==> src/rtl/cpu_run_ctrl.sv <==
// ---------------------------------------------------------------------------
// cpu_run_ctrl
//
// Run/debug sequencer for the two-stage RISC-V core. It owns the core's reset
// and its pipeline-advance enable, and lets a host halt, run, single-step or
// run the core for a fixed number of enabled cycles. A fetch-PC breakpoint
// stops the core before the instruction at the breakpoint address is fetched.
//
// Ports
//   clk_i         clock, all logic on the rising edge
//   rst_i         synchronous active-high reset
//   cmd_valid_i   host command valid
//   cmd_ready_o   command accepted when cmd_valid_i & cmd_ready_o
//   cmd_op_i      0=HALT 1=RUN 2=STEP 3=RUN_N
//   cmd_arg_i     enabled-cycle count for RUN_N
//   bp_en_i       breakpoint enable
//   bp_addr_i     breakpoint fetch address
//   pc_fetch_i    core's current fetch PC
//   cpu_rst_n_o   registered active-low reset to the core
//   cpu_en_o      core advances this cycle
//   halted_o      sequencer is in the HALTED state
//   halt_cause_o  0=none/reset 1=command 2=breakpoint 3=count done
//   retired_o     number of enabled cycles since reset (wraps)
// ---------------------------------------------------------------------------
module cpu_run_ctrl #(
    parameter int PC_W        = 12,
    parameter int CNT_W       = 16,
    parameter int HOLD_CYCLES = 4
) (
    input  logic             clk_i,
    input  logic             rst_i,
    input  logic             cmd_valid_i,
    output logic             cmd_ready_o,
    input  logic [1:0]       cmd_op_i,
    input  logic [CNT_W-1:0] cmd_arg_i,
    input  logic             bp_en_i,
    input  logic [PC_W-1:0]  bp_addr_i,
    input  logic [PC_W-1:0]  pc_fetch_i,
    output logic             cpu_rst_n_o,
    output logic             cpu_en_o,
    output logic             halted_o,
    output logic [1:0]       halt_cause_o,
    output logic [31:0]      retired_o
);

    localparam int HOLD_W = $clog2(HOLD_CYCLES + 1);

    localparam logic [2:0] ST_HOLD    = 3'd0;
    localparam logic [2:0] ST_HALTED  = 3'd1;
    localparam logic [2:0] ST_RUNNING = 3'd2;
    localparam logic [2:0] ST_STEP    = 3'd3;
    localparam logic [2:0] ST_COUNT   = 3'd4;

    localparam logic [1:0] OP_HALT  = 2'd0;
    localparam logic [1:0] OP_RUN   = 2'd1;
    localparam logic [1:0] OP_STEP  = 2'd2;
    localparam logic [1:0] OP_RUN_N = 2'd3;

    localparam logic [1:0] CAUSE_NONE = 2'd0;
    localparam logic [1:0] CAUSE_CMD  = 2'd1;
    localparam logic [1:0] CAUSE_BP   = 2'd2;
    localparam logic [1:0] CAUSE_DONE = 2'd3;

    logic [2:0]        state_q,    state_d;
    logic [HOLD_W-1:0] hold_cnt_q, hold_cnt_d;
    logic [CNT_W-1:0]  cnt_q,      cnt_d;
    logic              bp_skip_q,  bp_skip_d;
    logic [1:0]        cause_q,    cause_d;
    logic              cpu_rst_n_q;
    logic [31:0]       retired_q;

    logic cmd_acc;
    logic halt_acc;
    logic bp_hit;
    logic active;

    assign cmd_ready_o = (state_q == ST_HALTED) || (state_q == ST_RUNNING) ||
                         (state_q == ST_COUNT);
    assign cmd_acc     = cmd_valid_i & cmd_ready_o;
    assign halt_acc    = cmd_acc & (cmd_op_i == OP_HALT);

    // bp_skip lets the core fetch past the breakpoint it just stopped on.
    assign bp_hit   = bp_en_i & (pc_fetch_i == bp_addr_i) & ~bp_skip_q;
    assign active   = (state_q == ST_RUNNING) || (state_q == ST_COUNT);
    // STEP ignores the breakpoint; free-running states stop before the fetch.
    assign cpu_en_o = (state_q == ST_STEP) | (active & ~bp_hit);

    assign cpu_rst_n_o  = cpu_rst_n_q;
    assign halted_o     = (state_q == ST_HALTED);
    assign halt_cause_o = cause_q;
    assign retired_o    = retired_q;

    always_comb begin
        // NOTE: every next-state signal gets a default here so no path leaves it unassigned (no latches).
        state_d    = state_q;
        hold_cnt_d = hold_cnt_q;
        cnt_d      = cnt_q;
        bp_skip_d  = bp_skip_q;
        cause_d    = cause_q;

        case (state_q)
            ST_HOLD: begin
                hold_cnt_d = hold_cnt_q - HOLD_W'(1);
                if (hold_cnt_q == HOLD_W'(1)) begin
                    state_d = ST_HALTED;
                end
            end

            ST_HALTED: begin
                if (cmd_acc) begin
                    case (cmd_op_i)
                        OP_RUN: begin
                            state_d   = ST_RUNNING;
                            bp_skip_d = 1'b1;
                        end
                        OP_STEP: begin
                            state_d = ST_STEP;
                        end
                        OP_RUN_N: begin
                            if (cmd_arg_i == '0) begin
                                cause_d = CAUSE_DONE;
                            end else begin
                                state_d   = ST_COUNT;
                                cnt_d     = cmd_arg_i;
                                bp_skip_d = 1'b1;
                            end
                        end
                        default: begin
                            cause_d = CAUSE_CMD;
                        end
                    endcase
                end
            end

            ST_STEP: begin
                state_d = ST_HALTED;
                cause_d = CAUSE_CMD;
            end

            ST_RUNNING, ST_COUNT: begin
                bp_skip_d = 1'b0;
                // Priority: breakpoint, then HALT, then count exhaustion.
                // Non-HALT commands accepted here are simply dropped.
                if (bp_hit) begin
                    state_d = ST_HALTED;
                    cause_d = CAUSE_BP;
                end else if (halt_acc) begin
                    state_d = ST_HALTED;
                    cause_d = CAUSE_CMD;
                end else if (state_q == ST_COUNT) begin
                    if (cnt_q == CNT_W'(1)) begin
                        state_d = ST_HALTED;
                        cause_d = CAUSE_DONE;
                    end else begin
                        cnt_d = cnt_q - CNT_W'(1);
                    end
                end
            end

            default: begin
                state_d = ST_HALTED;
            end
        endcase
    end

    // NOTE: state registers use non-blocking assignments so every flop samples pre-edge values.
    always_ff @(posedge clk_i) begin
        if (rst_i) begin
            state_q     <= ST_HOLD;
            hold_cnt_q  <= HOLD_W'(HOLD_CYCLES);
            cnt_q       <= '0;
            bp_skip_q   <= 1'b0;
            cause_q     <= CAUSE_NONE;
            cpu_rst_n_q <= 1'b0;
            retired_q   <= '0;
        end else begin
            state_q     <= state_d;
            hold_cnt_q  <= hold_cnt_d;
            cnt_q       <= cnt_d;
            bp_skip_q   <= bp_skip_d;
            cause_q     <= cause_d;
            // Released together with the first HALTED cycle.
            cpu_rst_n_q <= (state_d != ST_HOLD);
            retired_q   <= retired_q + 32'(cpu_en_o);
        end
    end

endmodule
==> config.mk <==
export PLATFORM = sky130hd
export DESIGN_NAME = cpu_run_ctrl
export DESIGN_NICKNAME = d
export VERILOG_FILES = /design/src/rtl/cpu_run_ctrl.sv
export SDC_FILE = /design/constraint.sdc
export NUM_CORES = 1
export LEC_CHECK = 0
export CELL_PAD_IN_SITES_DETAIL_PLACEMENT = 1
export CELL_PAD_IN_SITES_GLOBAL_PLACEMENT = 1
export CORE_ASPECT_RATIO = 0.9
export CORE_UTILIZATION = 39
export DETAILED_ROUTE_END_ITERATION = 8
export PLACE_DENSITY = 0.86
export SYNTH_ARGS = -nofsm -noshare
export SYNTH_HDL_FRONTEND = slang
export SYNTH_SLANG_ARGS = --single-unit
==> constraint.sdc <==
create_clock -name clk_i -period 5.49 [get_ports clk_i]
set_input_delay 1.098 -clock clk_i [delete_from_list [all_inputs] [get_ports clk_i]]
set_output_delay 1.098 -clock clk_i [all_outputs]
set_load 0.05 [all_outputs]
# Word-level counts from Yosys, hierarchy flattened
# Index checks and enable logic that the tools add are counted.
# word_totals
reg_bits	58
# classes
addsub	3
n_eq_ne	23
n_mux	29
bitwise	8
reduce_logical	14
# op_table
cell	count
$mux W16	7
$add A32 B1 Y32	1
$pmux W16 S2	1
$mux W3	7
$pmux W3 S3	2
$eq A16 B1 Y1 const B	1
$logic_not A16 Y1	1
$sub A16 B1 Y16 const B	1
$eq A12 B12 Y1	1
$mux W2	6
$ne A2 B2 Y1 const B	6
$ne A4 B4 Y1 const B	2
$reduce_and A8 Y1	1
$eq A3 B1 Y1 const B	2
$eq A3 B2 Y1 const B	2
$ne A3 B3 Y1 const B	2
$pmux W2 S3	1
$reduce_and A6 Y1	1
$reduce_bool A3 Y1	2
$and A1 B1 Y1	5
$eq A2 B2 Y1 const B	2
$ne A2 B1 Y1 const B	2
$pmux W1 S2	2
$pmux W2 S2	1
other kinds (13)	18

# Depth between registers and ports, before layout
# Gate-level depths: netlist of run 1.
# depth
depth_word	9
mapped_depth	14
depth_no_buf	13

# Worst setup path before layout of run 1
# Ideal clock, no wire load.
# synth_timing
kind	input to register
startpoint	input pc_fetch_i[10]
endpoint	register retired_q[27], in the netlist retired_o[27]
setup_ns	0.071
t_arrival_ns	4.676
required_ns	5.419
slack_ns	0.743
cell_stages	12
cell_sequence	xor2_1 nor4_1 nand4_1 clkbuf_1 nor2_1 o21ai_0 ha_1 nand3_1 nor4_4 nand4_1 or3_1 a21oi_1
# synth_via
elab_chain_len	7
# synth_lines
item	line	source
start: declaration	38	input logic [PC_W-1:0] pc_fetch_i,
$eq A12 B12 Y1	83	assign bp_hit = bp_en_i & (pc_fetch_i == bp_addr_i) & ~bp_skip_q;
$and A1 B1 Y1 (2 in a row)	83	
$not A1 Y1	86	assign cpu_en_o = (state_q == ST_STEP) | (active & ~bp_hit);
$and A1 B1 Y1	86	
$or A1 B1 Y1	86	
named net cpu_en_o	40	output logic cpu_en_o,
$add A32 B1 Y32	184	retired_q <= retired_q + 32'(cpu_en_o);
end signal: assignment	184	
end: declaration	70	logic [31:0] retired_q;
# The timed path passes the listed nets, and every way through them passes these cells.
# A chain may end at the register's enable or synchronous reset.

# Worst setup path after layout of run 1
# layout_timing
startpoint	input bp_addr_i[4]
endpoint	output cpu_en_o
# layout_via
elab_chain_len	6
# layout_lines
item	line	source
start: declaration	37	input logic [PC_W-1:0] bp_addr_i,
$eq A12 B12 Y1	83	
$and A1 B1 Y1 (2 in a row)	83	
$not A1 Y1	86	
$and A1 B1 Y1	86	
$or A1 B1 Y1	86	
end: declaration	40	
# Every way passes these cells.

==> results by group, run 1 <==
Route
  – Post-Route WL: 10.1 mm
  – WL met2: 4.86 mm
  – DR pass1 iterations: 4
  – Routed len/inst: 16.7 um
  – Met1 WL: 4.42 mm
  – Met3 WL: 619 um
  – Detailed-route DRC error count: 0
  – Routed via count: 3367
  – Vias per cell: 5.57
  – Highest metal used: met4
  – DRT iter0 DRCs: 181
  – Post-DRT Antenna Nets: 0

Synth
  – Synth top area share: 34.5%
  – Top cells by area, synth: dfxtp_1, xor2_1, nor2_1
  – Prevailing post-synth register cell: dfxtp_1
  – Synth Instances: 407
  – Register area share after synthesis: 34.5%
  – Avg Inst Size Synth: 8.28 um^2
  – Synthesized flop and latch total: 58
  – Yosys top cell by area: dfxtp_1
  – Synth warn: 0
  – Post-synth net total: 464
  – Cell Area, Synth: 0.00337 mm^2
  – Synth async-reset ratio: 0%
  – EDFF count, synth: 0
  – Number of library cell types mapped by synthesis: 62

Floorplanning
  – CORE AREA: 0.00822 mm^2
  – Initial core utilization: 41.0%
  – Die Ht: 90.2 um
  – Die span in x: 100 um
  – Num rows: 31
  – Die Footprint: 0.00901 mm^2
  – # IOs: 84

Timing
  – Final setup violation count: 0
  – Pins Over Slew Limit: 0
  – Share of the clock period used by the worst path: 80.6%
  – TNS Setup: 0 ps
  – Worst Max-Slew Pin Slew: 1100 ps
  – Achievable Freq: 226 MHz
  – Worst rel slew slack: 26.9%
  – Post-layout min period: 4420 ps
  – Skew final: 10.6 ps
  – Final Hold Viols: 0
  – RSZ-0062 raised after global routing: false

Min path
  – WHS Path Cells: 2
  – Hold/Removal Path Class: reg2reg

Place
  – GPL Wtd Cong: 0.887
  – Post-place instance area: 0.00426 mm^2
  – Post-DP HPWL: 7.40 mm
  – Port Buffer Count: 83

Global routing
  – First-pass GRT wire length: 16.6 mm
  – Pin count of the biggest net entering global routing: 57
  – Vias in the first global route: 3466
  – GR Util All Layers: 23.2%
  – Antenna violations before repair: 0
  – Total grt overflow: 0

Worst setup path
  – Max Fanout on Critical Path: 13
  – CP arrival: 3330 ps
  – Reg2Reg Depth: 9
  – Crit-path leading delay family: buffers and inverters
  – WP buf/inv: 3
  – Startpoint Class: primary input
  – Levels on crit path: 8
  – Crit Path Category: in2out
  – CP max-delay cell: clkdlybuf4s50_1
  – Kind of end point of the critical path: primary output
  – Most common cell on crit path: clkdlybuf4s50_1
  – Largest stage delay on the critical path: 720 ps
  – Crit-path cells: clkdlybuf4s50_1 > xor2_1 > nor4_1 > nand4_1 > buf_4 > nor2_1 > o21ai_0 > clkdlybuf4s50_1
  – CP Data Required Time: 4390 ps

Cells and area
  – Area growth syn-to-layout: 33.0%
  – Share of cells above drive strength 1: 6.54%
  – Layout Nets: 541
  – Commonest cells after routing, fill and taps aside: clkdlybuf4s50_1, dfxtp_1, nor2_1, nand2_1, xor2_1
  – Post-route cell area: 0.00448 mm^2
  – Commonest non-fill, non-tap cell in the layout: clkdlybuf4s50_1
  – Diode count: 0

Clocking
  – Postcts setup bufs: 0
  – CTS resizes: 0
  – Hold-fix buffers, CTS: 0
  – CTS root buffer: clkbuf_8
  – CTS Sinks: 58
  – Worst-Skew Late Latency: 340 ps
  – CTS Buffer Depth: 2
  – TritonCTS clock tree: yes
  – Num CTS Buffers: 9
  – Clk slew on worst S/H paths: 70 ps
  – Max H-tree Level: 3

Outcome
  – Outcome: finished clean

Pwr
  – Tot Pwr: 0.942 mW
  – Leakage: 1.66 nW
  – Power Density: 210 mW/mm^2
  – VDD IR-drop max: 0.0853 mV

Job
  – Max cap viols: 0
==> area by class of cell <==
type / instances / area [um^2]
clock buffers: 11 / 141
clock inverters: 5 / 77.6
fillers: 981 / 3740
inverters: 14 / 52.6
multi-input cells: 316 / 2060
flip-flops and latches: 58 / 1160
well taps: 115 / 144
repair buffers: 85 / 841
==> metrics by stage <==
stage	util, %	hold WS (ps)	worst slack [ps]	std cells
global route	54.5	541	900	604
detailed placement	51.8	497	1030	588
CTS	54.5	511	1050	604
global placement	51.8	465	1100	588
finish	54.5	495	1070	604
floorplan	-	468	743	407
==> worst register-to-register path, cell delays in order (launching register included) <==
cell	delay (ps)
dfxtp_1	540
nor3b_1	770
nand2_1	110
o21ai_0	140
ha_1	290
nand3_1	170
nor4_4	460
nand4_1	370
or3_1	460
a21oi_1	160
==> logic make-up after synthesis <==
family	synth area share (%)
AO/OA/AOI/OAI	17.3
buffers and inverters	4.31
flip-flops	34.5
adder cells (fa/ha/maj)	4.09
AND/OR/NAND/NOR	29.7
XOR/XNOR	10.1
==> synthesized netlist by cell type, drive strengths merged, types with 4 or more instances <==
cell type,count
dfxtp,58
nor2,51
nand2,34
xor2,33
a21oi,22
nand3,19
or3,17
nand4,15
inv,14
buf,13
o21ai,13
ha,11
nor4,11
a31oi,9
nor3,8
clkbuf,6
nand2b,6
xnor2,6
a211oi,5
and3,4
o211ai,4
o311ai,4
==> worst paths after layout <==
kind	start	endpoint	slack (ps)
worst max-delay path	bp_addr_i[4]	cpu_en_o	1070
worst min-delay path	retired_o[31]$_SDFF_PP0_	retired_o[31]$_SDFF_PP0_	500
worst max register to register	state_q[1]$_SDFF_PP0_	retired_o[29]$_SDFF_PP0_	1930
worst min register to register	retired_o[31]$_SDFF_PP0_	retired_o[31]$_SDFF_PP0_	500
==> routing by layer <==
| metal | GRT usage (%) | up-vias |
|---|---|---|
| li1 | - | 1635 |
| met1 | 28.3 | 1600 |
| met2 | 39.8 | 114 |
| met3 | 5.75 | 18 |
| met4 | 7.11 | 0 |
| met5 | 0 | - |
==> flip-flops by register name (all words and copies together), names as in the netlist <==
signal / flops
retired_o: 32
cnt_q: 16
hold_cnt_q: 3
state_q: 3
halt_cause_o: 2
bp_skip_q: 1
cpu_rst_n_o: 1
==> power by group <==
part / internal, mW / switching, mW
Combinational: 0.0412 / 0.0321
Sequential: 0.424 / 0.00281
Clock: 0.266 / 0.176
Note: power is estimated with default switching activity, not from simulation.
==> inputs of run 2 (changes only) <==
--- a/config.mk
+++ b/config.mk
@@ -8,9 +8,9 @@
 export CELL_PAD_IN_SITES_DETAIL_PLACEMENT = 1
 export CELL_PAD_IN_SITES_GLOBAL_PLACEMENT = 1
 export CORE_ASPECT_RATIO = 0.9
-export CORE_UTILIZATION = 39
+export CORE_UTILIZATION = 36
 export DETAILED_ROUTE_END_ITERATION = 8
-export PLACE_DENSITY = 0.86
+export PLACE_DENSITY = 0.81
 export SYNTH_ARGS = -nofsm -noshare
 export SYNTH_HDL_FRONTEND = slang
 export SYNTH_SLANG_ARGS = --single-unit
==> constraint.sdc (replaced) <==
create_clock -name clk_i -period 4.32 [get_ports clk_i]
set_input_delay 0.864 -clock clk_i [delete_from_list [all_inputs] [get_ports clk_i]]
set_output_delay 0.864 -clock clk_i [all_outputs]
set_load 0.05 [all_outputs]
==> results by group, run 2 (synthesized netlist as in run 1, its figures left out) <==
Outcome
  – Outcome: finished clean (unchanged)

Route
  – Met1 WL: 4.54 mm (was 4.42 mm)
  – Highest metal used: met4 (unchanged)
  – Routed via count: 3438 (was 3367)
  – Vias per cell: 5.60 (was 5.57)
  – Detailed-route DRC error count: 0 (unchanged)
  – Post-DRT Antenna Nets: 0 (unchanged)
  – Met3 WL: 535 um (was 619 um)
  – Routed len/inst: 16.6 um (was 16.7 um)
  – DRT iter0 DRCs: 129 (was 181)
  – WL met2: 4.94 mm (was 4.86 mm)
  – Post-Route WL: 10.2 mm (was 10.1 mm)
  – DR pass1 iterations: 4 (unchanged)

Global routing
  – Vias in the first global route: 3494 (was 3466)
  – Antenna violations before repair: 0 (unchanged)
  – First-pass GRT wire length: 16.9 mm (was 16.6 mm)
  – GR Util All Layers: 21.9% (was 23.2%)
  – Pin count of the biggest net entering global routing: 43 (was 57)
  – Total grt overflow: 0 (unchanged)

Place
  – GPL Wtd Cong: 0.849 (was 0.887)
  – Pre-CTS WS: 511 ps (was 1030 ps)
  – Post-placement cell count: 598 (was 588)
  – Post-DP HPWL: 7.56 mm (was 7.40 mm)
  – Port Buffer Count: 83 (unchanged)
  – Post-place instance area: 0.00429 mm^2 (was 0.00426 mm^2)

Worst setup path
  – CP Data Required Time: 4590 ps (was 4390 ps)
  – Crit Path Category: in2reg (was in2out)
  – Reg2Reg Depth: 10 (was 9)
  – Startpoint Class: primary input (unchanged)
  – Max Fanout on Critical Path: 7 (was 13)
  – Kind of end point of the critical path: flop (was primary output)
  – CP arrival: 3780 ps (was 3330 ps)

Timing
  – Worst rel slew slack: 37.0% (was 26.9%)
  – Post-layout min period: 3510 ps
  – Worst Max-Slew Pin Slew: 944 ps (was 1100 ps)
  – RSZ-0062 raised after global routing: false (unchanged)
  – PnR worst setup slack: 813 ps (was 1070 ps)
  – Achievable Freq: 285 MHz
  – Final Hold Viols: 0 (unchanged)
  – Skew final: 7.51 ps (was 10.6 ps)
  – Pins Over Slew Limit: 0 (unchanged)
  – Share of the clock period used by the worst path: 81.2%
  – Final setup violation count: 0 (unchanged)
  – TNS Setup: 0 ps (unchanged)

Pwr
  – Leakage: 1.68 nW (was 1.66 nW)
  – Power Density: 268 mW/mm^2 (was 210 mW/mm^2)
  – VDD IR-drop max: 0.133 mV (was 0.0853 mV)

Clocking
  – Hold-fix buffers, CTS: 0 (unchanged)
  – Postcts setup bufs: 0 (unchanged)
  – Num CTS Buffers: 9 (unchanged)
  – CTS Sinks: 58 (unchanged)
  – TritonCTS clock tree: yes (unchanged)
  – CTS root buffer: clkbuf_8 (unchanged)
  – CTS Buffer Depth: 2 (unchanged)
  – Max H-tree Level: 3 (unchanged)
  – Clk slew on worst S/H paths: 70 ps (about the same)
  – CTS resizes: 0 (unchanged)
  – Worst-Skew Late Latency: 340 ps (about the same)

Cells and area
  – Diode count: 0 (unchanged)
  – Post-route cell area: 0.00452 mm^2 (was 0.00448 mm^2)
  – # fillers: 1096 (was 981)
  – Commonest cells after routing, fill and taps aside: clkdlybuf4s50_1, dfxtp_1, nor2_1, nand2_1, xor2_1 (unchanged)
  – Share of cells above drive strength 1: 7.32% (was 6.54%)
  – Layout Nets: 544 (was 541)
  – Area growth syn-to-layout: 34.1% (was 33.0%)
  – Max reg flops: 32 (unchanged)
  – Final cell count without fillers: 614 (was 604)
  – Commonest non-fill, non-tap cell in the layout: clkdlybuf4s50_1 (unchanged)

Floorplanning
  – Die span in x: 104 um (was 100 um)
  – CORE AREA: 0.00908 mm^2 (was 0.00822 mm^2)
  – Num rows: 33 (was 31)
  – Die Footprint: 0.00975 mm^2 (was 0.00901 mm^2)
  – Die Ht: 93.8 um (was 90.2 um)
  – Initial core utilization: 37.1% (was 41.0%)
  – # IOs: 84 (unchanged)

Min path
  – WHS Path Cells: 2 (unchanged)
  – Hold/Removal Path Class: reg2reg (unchanged)

Job
  – Max cap viols: 0 (unchanged)
run 2: cell count changes in the layout (fill, tap and decap cells not counted), sizes merged:
| cell | delta |
|---|---|
| buf | +4 |
| clkbuf | +1 |
| clkdlybuf4s50 | -1 |
| clkinvlp | -1 |
run 2: worst paths after layout:
check | start | to | slack [ps]
min reg2reg | retired_o[31]$_SDFF_PP0_ | retired_o[31]$_SDFF_PP0_ | 490
max | pc_fetch_i[11] | retired_o[26]$_SDFF_PP0_ | 810
max reg2reg | state_q[1]$_SDFF_PP0_ | retired_o[26]$_SDFF_PP0_ | 990
min | retired_o[31]$_SDFF_PP0_ | retired_o[31]$_SDFF_PP0_ | 490
run 2: per-stage QoR:
step | total power [mW] | hold slack (ps) | utilization (%)
6_report | 1.21 | 490 | 49.7
5_1_grt | 1.27 | 508 | 49.7
4_1_cts | 1.23 | 497 | 49.7
3_5_place_dp | 0.647 | 487 | 47.2
3_3_place_gp | 0.643 | 476 | 47.2
2_1_floorplan | 0.589 | 468 | -
run 2: cell type report:
cell class / instances / area, um^2 / area share [%]
multi-input cells: 316 / 2060 / 45.6
flip-flops and latches: 58 / 1160 / 25.7
repair buffers: 88 / 861 / 19.1
clock buffers: 12 / 155 / 3.43
well taps: 122 / 153 / 3.38
clock inverters: 4 / 73.8 / 1.63
inverters: 14 / 52.6 / 1.16
run 2: report_power, final:
group	switching [mW]	total, mW	internal [mW]
combinational	0.0401	0.0930	0.0529
clock	0.221	0.577	0.357
sequential	0.00263	0.541	0.538
total	0.263	1.21	0.948
run 2: metal layers:
metal  GRT usage, %  vias to the layer above
li1               -                     1643
met1           25.4                     1680
met2           39.3                      100
met3           5.89                       15
met4           6.79                        0
met5              0                        -
run 2: critical path, cell delays in order:
cell,delay [ps]
clkdlybuf4s50_1,490
xor2_1,160
nor4_1,70
nand4_1,180
nor2_1,60
o21ai_1,180
ha_1,250
ha_1,230
nand2_1,120
nor4_4,360
nand4_1,290
or3_1,380
a21oi_1,140
